--- config.mk ---
export PLATFORM = sky130hd
export DESIGN_NAME = draw_queue_flat
export DESIGN_NICKNAME = d
export VERILOG_FILES = /design/src/rtl/draw_queue_pkg.sv /design/src/rtl/draw_queue_if.sv /design/src/rtl/draw_queue_cmd_fifo.sv /design/src/rtl/draw_queue.sv /design/src/flat_wrapper.sv
export SDC_FILE = /design/constraint.sdc
export NUM_CORES = 1
export LEC_CHECK = 0
export CELL_PAD_IN_SITES_DETAIL_PLACEMENT = 0
export CELL_PAD_IN_SITES_GLOBAL_PLACEMENT = 1
export CORE_ASPECT_RATIO = 0.6
export CORE_UTILIZATION = 55
export DETAILED_ROUTE_END_ITERATION = 6
export PLACE_DENSITY = 0.85
export SETUP_SLACK_MARGIN = 0.1
export SLEW_MARGIN = 25
export SYNTH_ARGS = -nofsm -noshare
export SYNTH_HDL_FRONTEND = slang
export SYNTH_SLANG_ARGS = --single-unit
--- constraint.sdc ---
create_clock -name clk -period 5.52 [get_ports clk]
set_input_delay 1.656 -clock clk [delete_from_list [all_inputs] [get_ports clk]]
set_output_delay 1.656 -clock clk [all_outputs]
set_load 0.01 [all_outputs]
--- src/rtl/draw_queue_pkg.sv ---
// draw_pkg: shared layout constants, command record and issue-state encoding for draw_queue
package draw_pkg;
  localparam logic [7:0] X0 = 8'd4;
  localparam logic [7:0] PITCH = 8'd20;
  localparam logic [6:0] PLAYER_Y = 7'd80;
  localparam logic [6:0] DEALER_Y = 7'd20;
  typedef struct packed {
    logic init;
    logic [5:0] card;
    logic [14:0] orig;
  } draw_cmd_t;
  typedef enum logic [1:0] {IDLE, SETTLE, BUSY} issue_state_t;
  function automatic logic [14:0] slot_orig(input logic hand, input logic [7:0] n);
    logic [7:0] x;
    x = X0 + n * PITCH;
    return {x, hand ? DEALER_Y : PLAYER_Y};
  endfunction
endpackage

--- src/rtl/draw_queue_if.sv ---
// draw_queue_if: request channel from the controller and command channel to print
interface draw_queue_if;
  logic req_valid;
  logic req_ready;
  logic req_init;
  logic req_hand;
  logic [5:0] req_card;
  logic write;
  logic init;
  logic [5:0] card;
  logic [14:0] orig;
  logic waitrequest;
  logic overflow;
  logic pending;
  modport master (
    output req_valid, req_init, req_hand, req_card, waitrequest,
    input  req_ready, write, init, card, orig, overflow, pending
  );
  modport slave (
    input  req_valid, req_init, req_hand, req_card, waitrequest,
    output req_ready, write, init, card, orig, overflow, pending
  );
endinterface

--- src/rtl/draw_queue_cmd_fifo.sv ---
// cmd_fifo: first-word-fall-through command FIFO with wrap-bit pointers
module cmd_fifo import draw_pkg::*; #(
  parameter int DEPTH = 8
) (
  input  logic      clk,
  input  logic      rst_n,
  input  logic      push,
  input  logic      pop,
  input  draw_cmd_t din,
  output draw_cmd_t dout,
  output logic      full,
  output logic      empty
);
  localparam int AW = $clog2(DEPTH);
  draw_cmd_t mem [DEPTH];
  logic [AW:0] wp, rp;
  assign empty = wp == rp;
  assign full = (wp[AW] != rp[AW]) && (wp[AW-1:0] == rp[AW-1:0]);
  assign dout = mem[rp[AW-1:0]];
  // storage write; contents need no reset since the pointers define validity
  always_ff @(posedge clk)
    if (push && !full) mem[wp[AW-1:0]] <= din;
  // pointer advance, guarded so a full push or empty pop is a no-op
  always_ff @(posedge clk or negedge rst_n)
    if (!rst_n) begin
      wp <= '0;
      rp <= '0;
    end else begin
      if (push && !full) wp <= wp + 1'b1;
      if (pop && !empty) rp <= rp + 1'b1;
    end
endmodule

--- src/rtl/draw_queue.sv ---
// draw_queue: lays out card requests per hand, buffers them and replays them into print
module draw_queue import draw_pkg::*; #(
  parameter int DEPTH = 8,
  parameter int MAX_SLOTS = 7
) (
  input logic        clk,
  input logic        rst_n,
  draw_queue_if.slave bus
);
  localparam int SW = $clog2(MAX_SLOTS + 1);
  logic [SW-1:0] cnt_p, cnt_d, n;
  logic full, empty, accept, room, push, pop, overflow, pending;
  draw_cmd_t din, dout, cmd;
  issue_state_t state, nxt;
  assign accept = bus.req_valid && !full;
  assign n = bus.req_hand ? cnt_d : cnt_p;
  assign room = n < SW'(MAX_SLOTS);
  assign push = accept && (bus.req_init || room);
  assign din = bus.req_init ? draw_cmd_t'({1'b1, 6'd0, 15'd0})
                            : draw_cmd_t'({1'b0, bus.req_card, slot_orig(bus.req_hand, 8'(n))});
  cmd_fifo #(.DEPTH(DEPTH)) u_fifo (
    .clk(clk), .rst_n(rst_n), .push(push), .pop(pop),
    .din(din), .dout(dout), .full(full), .empty(empty)
  );
  // issue decision and next state; SETTLE ignores waitrequest while print raises it
  always_comb begin
    pop = state == IDLE && !empty && !bus.waitrequest;
    nxt = state == IDLE ? (pop ? SETTLE : IDLE)
        : state == SETTLE ? BUSY
        : bus.waitrequest ? BUSY : IDLE;
  end
  // state register plus pending flag derived from current state and occupancy
  always_ff @(posedge clk or negedge rst_n)
    if (!rst_n) begin
      state <= IDLE;
      pending <= 1'b0;
    end else begin
      state <= nxt;
      pending <= !empty || state != IDLE;
    end
  // issued command is held on the outputs until the next pop
  always_ff @(posedge clk or negedge rst_n)
    if (!rst_n) cmd <= '0;
    else if (pop) cmd <= dout;
  // per-hand slot counters and sticky overflow; init restarts layout
  always_ff @(posedge clk or negedge rst_n)
    if (!rst_n) begin
      cnt_p <= '0;
      cnt_d <= '0;
      overflow <= 1'b0;
    end else if (accept && bus.req_init) begin
      cnt_p <= '0;
      cnt_d <= '0;
      overflow <= 1'b0;
    end else if (accept && !room) begin
      overflow <= 1'b1;
    end else if (accept) begin
      if (bus.req_hand) cnt_d <= cnt_d + 1'b1;
      else cnt_p <= cnt_p + 1'b1;
    end
  assign bus.req_ready = !full;
  assign bus.write = state == SETTLE;
  assign bus.init = cmd.init;
  assign bus.card = cmd.card;
  assign bus.orig = cmd.orig;
  assign bus.overflow = overflow;
  assign bus.pending = pending;
endmodule

--- src/flat_wrapper.sv ---
// flat-port wrapper written by rule: the top's interface ports become plain ports
module draw_queue_flat import draw_pkg::*;
#(
  parameter int DEPTH = 8,
  parameter int MAX_SLOTS = 7
)
  (clk, rst_n, bus_req_valid, bus_req_init, bus_req_hand, bus_req_card, bus_waitrequest, bus_req_ready, bus_write, bus_init, bus_card, bus_orig, bus_overflow, bus_pending);
  draw_queue_if bus_i ();
  input logic clk;
  input logic rst_n;
  input wire logic [$bits(bus_i.req_valid)-1:0] bus_req_valid;
  input wire logic [$bits(bus_i.req_init)-1:0] bus_req_init;
  input wire logic [$bits(bus_i.req_hand)-1:0] bus_req_hand;
  input wire logic [$bits(bus_i.req_card)-1:0] bus_req_card;
  input wire logic [$bits(bus_i.waitrequest)-1:0] bus_waitrequest;
  output wire logic [$bits(bus_i.req_ready)-1:0] bus_req_ready;
  output wire logic [$bits(bus_i.write)-1:0] bus_write;
  output wire logic [$bits(bus_i.init)-1:0] bus_init;
  output wire logic [$bits(bus_i.card)-1:0] bus_card;
  output wire logic [$bits(bus_i.orig)-1:0] bus_orig;
  output wire logic [$bits(bus_i.overflow)-1:0] bus_overflow;
  output wire logic [$bits(bus_i.pending)-1:0] bus_pending;
  assign bus_i.req_valid = bus_req_valid;
  assign bus_i.req_init = bus_req_init;
  assign bus_i.req_hand = bus_req_hand;
  assign bus_i.req_card = bus_req_card;
  assign bus_i.waitrequest = bus_waitrequest;
  assign bus_req_ready = bus_i.req_ready;
  assign bus_write = bus_i.write;
  assign bus_init = bus_i.init;
  assign bus_card = bus_i.card;
  assign bus_orig = bus_i.orig;
  assign bus_overflow = bus_i.overflow;
  assign bus_pending = bus_i.pending;
  draw_queue #(.DEPTH(DEPTH), .MAX_SLOTS(MAX_SLOTS)) u_core (.clk(clk), .rst_n(rst_n), .bus(bus_i));
endmodule
## Word-level counts from Yosys, hierarchy flattened

Memory sizes are Yosys's and may differ from the RTL's. A register that Yosys moved wholly into a read port is not among the register bits.
Cells that the tools add are included.

| storage, ports and cells | value |
|---|---|
| register bits after elaboration | 18 |
| logic and storage cells | 63 |
| RAM bits | 176 |
| memories | 1 |
| output and inout port bits | 26 |
| input bits | 12 |

| cells by class | value |
|---|---|
| mux-type cells | 19 |
| equality and inequality tests | 6 |
| multipliers | 1 |
| reduce and logical (&&, ||, !) cells | 23 |
| $lt $le $gt $ge | 1 |
| add/subtract/negate cells | 5 |

Memory list:

| memory | depth | bits a word | read ports | clocked after memory_dff | wr ports | line | text |
|---|---|---|---|---|---|---|---|
| u_core.u_fifo.mem | 8 | 22 | 1 | 1 | 1 | draw_queue_cmd_fifo.sv:15 | `draw_cmd_t mem [DEPTH];` |

Operators by type and width:

| kind | count |
|---|---|
| two-way mux 3 bit | 9 |
| two-way mux 22 bit | 1 |
| logical AND 1 bit | 9 |
| adder 3 x 8 -> 8 bit (first input constant) | 1 |
| adder 4 x 1 -> 4 bit (second input constant) | 2 |
| nonzero test 2 bit | 4 |
| two-way mux 7 bit | 1 |
| adder 3 x 1 -> 3 bit (second input constant) | 2 |
| multiplier 3 x 3 -> 6 bit (second input constant) | 1 |
| two-way mux 2 bit | 3 |
| AND reduction 3 bit | 2 |
| zero test 1 bit | 5 |
| two-way mux 1 bit | 5 |
| equality test 4 bit | 1 |
| != test 2 x 1 -> 1 bit (second input constant) | 2 |
| equality test 3 bit | 1 |
| < comparator 3 bit (second input constant) | 1 |
| equality test 2 x 1 -> 1 bit (second input constant) | 1 |
| zero test 2 bit | 1 |
| logical OR 1 bit | 2 |
| != test 1 bit | 1 |

## Depth between registers and ports, before layout

| depth | value |
|---|---|
| depth after elaboration | 8 |
| depth in mapped cells | 8 |
| depth with buffers taken out | 7 |

## By module

Synthesis repeated with hierarchy kept, for this count alone.

| second synthesis, totals | value |
|---|---|
| cells, all modules | 446 |
| area, all modules | 8,936.1 µm² |

Modules (own cells, without submodules):

| module | area each (µm²) | sequential area each (µm²) | times used | cells an instance |
|---|---|---|---|---|
| cmd_fifo | 7,288.2 | 5,485.3 | 1 | 311 |
| draw_queue | 1,647.8 | 800.8 | 1 | 135 |

## Worst setup path after synthesis

OpenSTA, ideal clock, no wires.

| path | value |
|---|---|
| path type | input to register |
| start | input port bus_req_hand |
| end | memory u_core.u_fifo.mem[0][10] in the netlist's numbering, enable pin |
| cell stages on the path | 4 |
| data required time | 5,090 ps |
| arrival time | 3,680 ps |
| buffers on the path | 0 |
| path slack | 1,410 ps |
| library setup time | 430 ps |
| path through | nand4b_1 > a21o_1 > nand2_2 > nor4_1 |

| on the way | value |
|---|---|
| word-level cells in the longest chain between the ends | 7 |

RTL lines:

| element | line | text |
|---|---|---|
| from (decl) | flat_wrapper.sv:13 | `input wire logic [$bits(bus_i.req_hand)-1:0] bus_req_hand;` |
| two-way mux 3 bit | draw_queue.sv:16 | `assign n = bus.req_hand ? cnt_d : cnt_p;` |
| < comparator 3 bit | draw_queue.sv:17 | `assign room = n < SW'(MAX_SLOTS);` |
| logical OR 1 bit | draw_queue.sv:18 | `assign push = accept && (bus.req_init \|\| room);` |
| logical AND 1 bit | draw_queue.sv:18 |  |
| logical AND 1 bit | draw_queue_cmd_fifo.sv:22 | `if (push && !full) mem[wp[AW-1:0]] <= din;` |
| two-way mux 1 bit | draw_queue_cmd_fifo.sv:22 |  |
| two-way mux 1 bit (not written as such) | draw_queue_cmd_fifo.sv:22 |  |
| to (decl) | draw_queue_cmd_fifo.sv:15 |  |

Every way passes these cells.

==> impl_summary.log <==
INFO  metric globalplace.congestion = 0.800
INFO  metric antenna_left = 0
INFO  metric netlist_instances = roughly 370
INFO  metric worstSetupEndpointType = flop
INFO  metric crit_path_launch_type = input pin
INFO  metric synthesis.area = between 6000 and 7000 um2
INFO  metric numClockSinks = 162
INFO  metric routed_wl = roughly 12000 um
INFO  metric floorplan.core_area = 11500 um2
INFO  metric synthMuxAreaShare = around 14%
INFO  metric pre_cts_slack = ~1.2 ns
INFO  metric post_cts_resize_count = 0
INFO  metric post-layout-total-power = 4.28 mW
INFO  metric setup_repair_after_global_routing_missed_its_margin = false
INFO  metric main_combinational_cell_family_by_area_after_synthesis = multiplexers
INFO  metric timing.fmax = 0.246 GHz
INFO  metric first_global_vias = 3323
INFO  metric fin_worst_skew = 0.0108 ns
INFO  metric number_of_h_tree_branching_levels = 4
INFO  metric detail_route.drc_violations = 0
INFO  metric ys_seq_elements = between 150 and 200
INFO  metric root_buffer = sky130_fd_sc_hd__clkbuf_16
INFO  metric worst-slew-pin-transition = 0.802 ns
INFO  metric pin_count = 38
INFO  metric critPathArrivalTime = 4.21 ns
INFO  metric routed_wire_length_per_instance = around 21 um
INFO  metric clk_lat_worst_skew = 0.41 ns
INFO  metric most_frequent_cell_after_synthesis = sky130_fd_sc_hd__edfxtp_1
INFO  metric timing.critical_path.required = ~5.7 ns
INFO  metric layout-drive-gt1-share = 22.3%
INFO  metric powerDensity = ~550 nW/um2
INFO  metric place.detailed.hpwl = around 7200 um
INFO  metric netlist-cell-type-count = 42
INFO  metric synth-edff-count = 128
INFO  metric synth-warning-count = 0
INFO  metric async_reset_ff_share = 21.0%
INFO  metric finalHoldViolCount = 0
INFO  metric fp.dieArea = 12500 um2
INFO  metric synthSimpleGateAreaFrac = 4.80%
INFO  metric antenna_violations_before_repair = 0
INFO  metric width_of_the_die = 144 um
INFO  metric timing.slew.headroom = between 40 and 50%
INFO  metric worst_path_largest_cell_delay = 0.73 ns
INFO  metric yosys-top-cells-count = sky130_fd_sc_hd__edfxtp_1, sky130_fd_sc_hd__dfrtp_1, sky130_fd_sc_hd__mux4_2
INFO  metric mean_number_of_vias_per_cell = between 5 and 6
INFO  metric slew_violations = 0
INFO  metric post-synth-top-area-cell = sky130_fd_sc_hd__edfxtp_1
INFO  metric post-cts-setup-buffer-count = 0
INFO  metric ir_worst_vdd = 0.000264 V
INFO  metric cp_cell_sequence = clkdlybuf4s50_1 -> mux2_2 -> ha_1 -> ha_1 -> ha_1 -> o2111ai_1 -> xor2_1 -> nor2_1
INFO  metric fin_ws = 1.46 ns
INFO  metric nNetsFinal = 437
INFO  metric timing.critical_path.buf_inv = 1
INFO  metric totalNegativeSetupSlack = 0 ns
INFO  metric setup_viol_count_final = 0
INFO  metric worst_path_dominant_cell_family = buffers and inverters
INFO  metric synth-seq-area-share = 70.6%
INFO  metric tritoncts.num_buffers = 17
INFO  metric row_count = 30
INFO  metric post-route-min-period = 4.06 ns
INFO  metric drtPass1Iterations = 5
INFO  metric crit_path_max_fanout = 12
INFO  metric track_usage = between 20% and 30%
INFO  metric static-leakage-power = 2.81 nW
INFO  metric outcome = finished clean
INFO  metric min-delay-path-class = reg -> reg
INFO  metric ys_top_cells_by_area = sky130_fd_sc_hd__edfxtp_1, sky130_fd_sc_hd__dfrtp_1, sky130_fd_sc_hd__mux4_2
INFO  metric num_vias = 3350
INFO  metric tritoncts = done
INFO  metric synth_top_area_share = 57.8%
INFO  metric floorplan.initialDensity = between 50 and 60%
INFO  metric cts_max_path_buffers = 2
INFO  metric compound_cell_area_share_of_the_yosys_netlist = 4.33%
INFO  metric fp.dieH = 87.2 um
INFO  metric post_synth.cell_area_avg = ~18 um2
INFO  metric most_prevalent_standard_cell_on_the_critical_path = sky130_fd_sc_hd__ha_1
INFO  metric globalRoute.totalOverflow = 0
INFO  metric antenna_cells = 0
INFO  metric xor_xnor_share_of_the_synthesized_area = around 2.3%
INFO  metric area.growth.synth_to_final = 17.4%
INFO  metric timing_worst_setup_path_type = in -> reg
INFO  metric place.port_buffers = 31
INFO  metric grt_pass1_wl = around 19000 um
INFO  metric cts-hold-fix-buffers = 0
INFO  metric adder_cell_share_of_the_synthesized_area = under 10%
INFO  metric drtIter0Drc = 383
INFO  metric maxCapViolations = 0
INFO  metric ys.flop_type = sky130_fd_sc_hd__edfxtp_1
INFO  metric grt_max_degree = 36
INFO  metric crit_path_top_delay_cell = sky130_fd_sc_hd__clkdlybuf4s50_1
INFO  metric clock_pin_slew_reported_for_the_worst_setup_and_hold_paths_after_clock_tree_synthesis = 0.06 ns
INFO  metric min_period_over_period = 73.6%
## kinds of logic after synthesis
group	Yosys count
mux	53
xor+xnor	15
flops	162
other cells	1
fa+ha+maj	8
compound gates	41
buf+inv	29
simple gates	63
## cell type report
class	instances	area (um2)
fillers	745	3720
clock inverters	13	183
multi-input cells	186	1860
well taps	160	200
inverters	5	18.8
flip-flops and latches	162	4700
repair buffers	45	410
clock buffers	19	443
## metrics by stage
stage | instances | hold WS (ns) | util (%) | instance area, um2
floorplan | 377 | 0.469 | - | 6670
global placement | 557 | 0.464 | 62.2 | 7170
detailed placement | 557 | 0.473 | 62.2 | 7170
CTS | 589 | 0.487 | 67.7 | 7800
global route | 590 | 0.510 | 67.7 | 7810
finish | 590 | 0.483 | 67.7 | 7810
## worst paths after layout
| path | start | endpoint | slack, ns | cells past startpoint |
|---|---|---|---|---|
| worst max-delay path | bus_req_hand | u_core.u_fifo.mem[4][14]$_DFFE_PP_ | 1.46 | 8 |
| worst min-delay path | u_core.bus.card[3]$_DFFE_PN0P_ | u_core.bus.card[3]$_DFFE_PN0P_ | 0.48 | 2 |
| worst max register to register | u_core.cnt_p[0]$_DFFE_PN0P_ | u_core.u_fifo.mem[4][14]$_DFFE_PP_ | 3.11 | 7 |
| worst min register to register | u_core.bus.card[3]$_DFFE_PN0P_ | u_core.bus.card[3]$_DFFE_PN0P_ | 0.48 | 2 |
| max in group asynchronous | rst_n | u_core.u_fifo.rp[0]$_DFFE_PN0P_ | 3.64 | 1 |
| min in group asynchronous | rst_n | u_core.bus.pending$_DFF_PN0_ | 1.33 | 1 |
## sequential cells by signal, indices dropped and copies added, names as in the netlist
signal and flops:
u_core.u_fifo.rp 4, u_core.bus.init 1, u_core.bus.pending 1, u_core.bus.overflow 1, u_core.state 2, u_core.cnt_p 3, u_core.bus.orig 9, u_core.bus.card 6
u_core.cnt_d 3, u_core.u_fifo.wp 4, u_core.u_fifo.mem 128
## tightest hold or removal path, stage by stage (launching register included)
cell	delay, ns
sky130_fd_sc_hd__dfrtp_1	0.34
sky130_fd_sc_hd__nand2_1	0.05
sky130_fd_sc_hd__o21ai_0	0.06
## report_power, final
part / leakage (nW) / internal (mW) / total, mW / switching, mW
registers: 1.60 / 1.61 / 1.75 / 0.140
logic: 0.907 / 0.602 / 1.30 / 0.694
clock network: 0.297 / 0.769 / 1.23 / 0.460
## layer usage
| layer | track usage, % | routed length, um |
|---|---|---|
| met1 | 32.3 | 5550 |
| met2 | 32.6 | 5840 |
| met3 | 4.62 | 864 |
| met4 | 7.93 | 131 |
| met5 | 0 | 0 |
## cells in the final DEF, fill, tap and decap left out, drive strengths merged, types with 2 or more instances in the layout
cell type      instances
buf                   15
o41ai                  3
a22oi                  2
o31ai                  5
nand3                  6
nor2                  12
nor2b                  8
clkdlybuf4s50         30
conb                   6
clkinv                 5
bufinv                 4
mux4                  32
xnor2                  5
nor3                   6
ha                     8
mux2                   5
mux2i                 16
xor2                  10
clkbuf                19
dfrtp                 34
edfxtp               128
inv                    6
o21ai                 23
or4                    2
a21o                   2
nand2                 20
clkinvlp               3
a21oi                  4
No activity file was read; power rests on OpenSTA's default activity.
